--- src/rtl/cpu_trace_buffer.sv ---
// Commit-trace capture: records retired instructions with a cycle timestamp into a
// circular buffer, with optional PC trigger and post-trigger stop. Drained over valid/ready.
//
//   state | meaning
//   ARMED | idle or waiting for trig_pc match; nothing captured except the trigger commit
//   CAPT  | every commit is captured
//   DONE  | post-trigger budget spent; no captures, draining continues
module cpu_trace_buffer #(
    parameter int PCW      = 32,
    parameter int DW       = 32,
    parameter int DEPTH    = 16,
    parameter int TSW      = 16,
    parameter int POST_CNT = 0,
    localparam int EW = TSW + PCW + 32 + 1 + 5 + DW,
    localparam int AW = $clog2(DEPTH),
    localparam int CW = AW + 1
) (
    input  logic           clock,
    input  logic           reset,
    input  logic           enable,
    input  logic           clear,
    input  logic           mode_wrap,
    input  logic           trig_en,
    input  logic [PCW-1:0] trig_pc,
    input  logic           cmt_valid,
    input  logic [PCW-1:0] cmt_pc,
    input  logic [31:0]    cmt_instr,
    input  logic           cmt_wen,
    input  logic [4:0]     cmt_waddr,
    input  logic [DW-1:0]  cmt_wdata,
    output logic           out_valid,
    input  logic           out_ready,
    output logic [EW-1:0]  out_data,
    output logic [CW-1:0]  count,
    output logic           triggered,
    output logic           overflow,
    output logic [15:0]    dropped_cnt
);
    localparam int PW = (POST_CNT > 1) ? $clog2(POST_CNT + 1) : 1;
    localparam logic [PW-1:0] POST_INIT = PW'(POST_CNT);

    typedef enum logic [1:0] {ARMED, CAPT, DONE} state_t;

    state_t          state, state_nxt;
    logic [TSW-1:0]  ts;
    logic [EW-1:0]   mem [DEPTH];
    logic [AW-1:0]   wr_ptr, rd_ptr;
    logic [PW-1:0]   post_left;
    logic            capture, trig_hit, post_tc;
    logic            full, pop, wr_en, drop, overwrite;

    // post_left counts down captures still allowed; terminal count is the last one
    assign post_tc   = (POST_CNT != 0) && (post_left == PW'(1));
    assign out_valid = (count != '0);
    assign out_data  = out_valid ? mem[rd_ptr] : '0;

    always_comb begin
        state_nxt = state;
        capture   = 1'b0;
        trig_hit  = 1'b0;
        case (state)
            ARMED: begin
                if (enable && !trig_en) begin
                    state_nxt = CAPT;
                end else if (enable && cmt_valid && (cmt_pc == trig_pc)) begin
                    capture   = 1'b1;
                    trig_hit  = 1'b1;
                    state_nxt = post_tc ? DONE : CAPT;
                end
            end
            CAPT: begin
                if (cmt_valid) begin
                    capture = 1'b1;
                    if (post_tc) state_nxt = DONE;
                end
            end
            DONE:    state_nxt = DONE;
            default: state_nxt = ARMED;
        endcase
        if (!enable) begin
            state_nxt = ARMED;
            capture   = 1'b0;
            trig_hit  = 1'b0;
        end
    end

    always_comb begin
        full      = (count == CW'(DEPTH));
        pop       = out_valid && out_ready;
        wr_en     = capture && (!full || pop || mode_wrap);
        drop      = capture && full && !pop;
        overwrite = drop && mode_wrap;
    end

    always_ff @(posedge clock) begin
        if (reset) begin
            state       <= ARMED;
            ts          <= '0;
            wr_ptr      <= '0;
            rd_ptr      <= '0;
            count       <= '0;
            triggered   <= 1'b0;
            overflow    <= 1'b0;
            dropped_cnt <= '0;
            post_left   <= POST_INIT;
        end else begin
            ts <= ts + 1'b1;
            if (clear) begin
                state       <= ARMED;
                wr_ptr      <= '0;
                rd_ptr      <= '0;
                count       <= '0;
                triggered   <= 1'b0;
                overflow    <= 1'b0;
                dropped_cnt <= '0;
                post_left   <= POST_INIT;
            end else begin
                state <= state_nxt;
                if (state_nxt == ARMED) begin
                    post_left <= POST_INIT;
                    triggered <= 1'b0;
                end else begin
                    if (capture)  post_left <= post_left - 1'b1;
                    if (trig_hit) triggered <= 1'b1;
                end
                if (wr_en) wr_ptr <= wr_ptr + 1'b1;
                // an overwrite retires the oldest entry, so the read side moves too
                if (pop || overwrite) rd_ptr <= rd_ptr + 1'b1;
                if (wr_en && !pop && !overwrite) count <= count + 1'b1;
                else if (pop && !wr_en)          count <= count - 1'b1;
                if (drop) begin
                    overflow <= 1'b1;
                    if (dropped_cnt != 16'hFFFF) dropped_cnt <= dropped_cnt + 1'b1;
                end
            end
        end
    end

    always_ff @(posedge clock) begin
        if (!reset && !clear && wr_en)
            mem[wr_ptr] <= {ts, cmt_pc, cmt_instr, cmt_wen, cmt_waddr, cmt_wdata};
    end

endmodule
--- config.mk ---
export PLATFORM = sky130hd
export DESIGN_NAME = cpu_trace_buffer
export DESIGN_NICKNAME = d
export VERILOG_FILES = /design/src/rtl/cpu_trace_buffer.sv
export SDC_FILE = /design/constraint.sdc
export NUM_CORES = 1
export LEC_CHECK = 0
export CORE_MARGIN = 2
export CORE_UTILIZATION = 30
export CTS_BUF_LIST = sky130_fd_sc_hd__clkbuf_2 sky130_fd_sc_hd__clkbuf_4 sky130_fd_sc_hd__clkbuf_8
export CTS_CLUSTER_DIAMETER = 50
export DETAILED_ROUTE_END_ITERATION = 16
export GPL_TIMING_DRIVEN = 1
export RECOVER_POWER = 25
export SYNTH_ARGS = -nofsm -noshare
export SYNTH_HDL_FRONTEND = slang
export SYNTH_SLANG_ARGS = --single-unit
--- constraint.sdc ---
create_clock -name clock -period 27.5 [get_ports clock]
set_clock_uncertainty 0.1 [all_clocks]
set_input_delay 2.75 -clock clock [delete_from_list [all_inputs] [get_ports clock]]
set_output_delay 2.75 -clock clock [all_outputs]
set_load 0.02 [all_outputs]
==> metrics.md <==
| Metric | Value |
|---|---|
| Min-Delay Path Class | register to register |
| Setup TNS | 0 ns |
| Initial antenna violation count | 38 |
| Final setup vio count | 0 |
| Required time worst endpoint | 24.65 ns |
| Maximum VDD drop | 0.04856 mV |
| Clock Sinks | 1,941 |
| Minimum clock period | 9.421 ns |
| Tightest Pin Transition | 1.149 ns |
| Final #Nets | 3,793 |
| # DRC | 0 |
| Yosys top cell area share | 76.15% |
| Hold WS | 0.3919 ns |
| Final Hold Viols | 0 |
| Share of cells above drive strength 1 | 30.74% |
| Initial core utilization | 30.22% |
| Die height | 502.2 um |
| Area contributors post-synth | edfxtp_1 76%, mux4_2 18%, dfxtp_1 1.4% |
| Hold Crit Start | overflow$_SDFFE_PP0P_ |
| Fill cells | 22,750 |
| CP max-delay cell | dfxtp_4 |
| Post-CTS sizing | 0 |
| Drt first pass iters | 5 |
| Worst r2r dst | mem[9][85]$_DFFE_PP_ |
| DR vias | 35,070 |
| First-pass GRT wire length | 268,000 um |
| Finished Layout Cells | 7,207 |
| DRT antenna net count | 0 |
| Most frequent cells after synthesis | 1,888 x edfxtp_1, 590 x mux4_2, 134 x and2_1 |
| RSZ-0062 raised after global routing | no |
| Primary FF master, synth | edfxtp_1 |
| Total Power | 5.946 mW |
| Clk buf depth | 4 |
| Vias in the first global route | 36,950 |
| FP Rows | 182 |
| Placed insts | 6,612 |
| Yosys reg bits | 1,941 |
| PwrDens | 67.70 nW/um^2 |
| Critical Path Max Stage Delay | 0.91 ns |
| Routed wire length | 188,300 um |
| CORE AREA | 246,400 um^2 |
| Initial DRC count | 3,576 |
| GRT overflow | 0 |
| Netlist cell types | 51 |
| Worst r2r path cells | 8 |
| CTS tree | done |
| Area leader, netlist | edfxtp_1 |
| Gpl congestion | 0.7445 |
| Postcts setup bufs | 0 |
| Die X | 502.2 um |
| Max Clk Rate | 0.1062 GHz |
| Reg2Reg Setup Slack | 22.41 ns |
| Post-synthesis sequential area ratio | 77.57% |
| Die area | 252,200 um^2 |
| Syn nets | 3,264 |
| Largest net degree at the start of global routing | 98 |
| Cells after synthesis | 3,111 |
| Hold endpoint | overflow$_SDFFE_PP0P_ |
| Worst relative slew slack | 23.17% |
| Pleak | 26.13 nW |
| Maxcap violations | 0 |
| Routed vias/inst | 4.866 |
| Worst-path maximum fanout | 97 |
| YS warnings | 0 |
| Final Slew Violations | 0 |
| Synth Cell Area | 74,460 um^2 |
| Clk Latency, worst-skew pair | 1.00 ns |
| Ratio of final minimum period to clock period | 34.26% |
| Worst setup path category | register to output pin |
| Clock-pin transition on the worst setup and hold timing paths | 0.06 ns |
| Avg WL per Cell | 26.13 um |
| CTS Buf Count | 338 |
| I/O pin count | 284 |
| Maximum level of the CTS H-tree | 5 |
| Syn avg cell area | 23.93 um^2 |
| Status | finished clean |
| CTS Hold Buffers Added | 0 |
| Setup crit start kind | register |
| Cell Chain, Critical Path | buf_4, buf_12, buf_4, mux4_2, mux4_2, and2_1, clkdlybuf4s50_1 |
| Hold depth | 2 |
| Post-synth EDFFs | 1,888 |
| Area Overhead vs Synth | 17.96% |
| Hpwl dp | 99,330 um |
| Ys async rst share | 0% |
| Buffers added on ports | 283 |
| Most frequent cell after synthesis | edfxtp_1 |
| Arr. time, crit path | 6.57 ns |
| Root buf cell | clkbuf_8 |
| Critical Path Sink Type | output pin |
| FF-to-FF Start | state[0]$_SDFF_PP0_ |
| Total Routing Usage GR | 14.73% |
==> stage by stage <==
step	cell area, um^2	setup slack, ns	utilization [%]
after floorplan	74460	10.32	-
after global placement	81440	18.10	33.05
after detailed placement	81440	18.00	33.05
after CTS	87780	17.81	35.63
after global routing	87800	17.49	35.63
final	87830	18.08	35.65
==> flip-flops by register name (all words and copies together) (netlist names), named ones only <==
name         count
mem           1888
dropped_cnt     16
ts              16
count            5
rd_ptr           4
wr_ptr           4
state            2
overflow         1
triggered        1
==> final cells by class <==
| cell class | count | area (um^2) | share of cell area [%] |
|---|---|---|---|
| inverters | 7 | 26.28 | 0.02992 |
| flip-flops and latches | 1941 | 57770 | 65.77 |
| multi-input cells | 1001 | 16080 | 18.31 |
| well taps | 3312 | 4144 | 4.718 |
| repair buffers | 351 | 3415 | 3.888 |
| diodes | 20 | 50.05 | 0.05698 |
| clock buffers | 456 | 5582 | 6.355 |
| clock inverters | 119 | 759.5 | 0.8647 |
==> cell usage in the layout, fill, tap and decap left out, types with 7 or more instances in the layout <==
cell             instances
a21oi_1                 19
and2_1                 125
and2_4                   9
and3_1                  10
buf_4                   61
bufinv_16                8
clkbuf_4               111
clkbuf_8               345
clkdlybuf4s50_1        229
clkinv_1                72
clkinv_2                24
clkinvlp_4               8
dfxtp_1                 49
diode_2                 20
dlygate4sd3_1           54
edfxtp_1              1888
ha_1                    10
inv_1                    7
mux4_2                 590
nand2_1                 18
nand3_1                 23
nand4_1                 21
nor2_1                  29
nor3_1                  10
o31ai_1                 11
or4_1                   10
xnor2_1                 37
xor2_1                  14
==> how the worst max path moves through the flow <==
stage / startpoint / slack, ns / endpoint / depth (start not counted)
after global placement: cmt_pc[26] / 18.10 / mem[9][81]$_DFFE_PP_ / 10
after detailed placement: cmt_pc[26] / 18.00 / mem[9][75]$_DFFE_PP_ / 10
after global routing: register / 17.49 / out_data[52] / 7
final: register / 18.08 / out_data[58] / 7
after floorplan: trig_pc[12] / 10.32 / mem[7][0]$_DFFE_PP_ / 7
after CTS: register / 17.81 / out_data[52] / 7
==> critical path, delay by kind of cell (launching register included) <==
family | cells | cell delay (ns)
buffers and inverters | 4 | 2.80
DFF | 1 | 0.91
muxes | 2 | 1.20
and+or+nand+nor | 1 | 0.20
==> report_power, final <==
group	internal [mW]	total [mW]	leakage [nW]	switching (mW)
clock	1.39	2.51	3.35	1.13
combinational	0.0751	0.189	5.33	0.114
sequential	3.24	3.24	17.5	0.00348
==> cells by family after synthesis <==
group / Yosys count / synth area share, %
flip-flops: 1941 / 77.57
multiplexers: 594 / 17.90
AND/OR/NAND/NOR: 293 / 2.343
buffers and inverters: 169 / 0.9360
XOR/XNOR: 52 / 0.6117
AO/OA/AOI/OAI: 51 / 0.4437
adder cells (fa/ha/maj): 11 / 0.1949
==> metal layers <==
| layer | routed length (um) | vias to the layer above | GRT usage (%) |
|---|---|---|---|
| met2 | 87610 | 1286 | 22.89 |
| li1 | - | 14440 | - |
| met4 | 4312 | 8 | 3.988 |
| met5 | 46 | - | 0 |
| met3 | 12110 | 349 | 2.996 |
| met1 | 84210 | 18990 | 21.03 |
(Power assumes the default switching activity.)
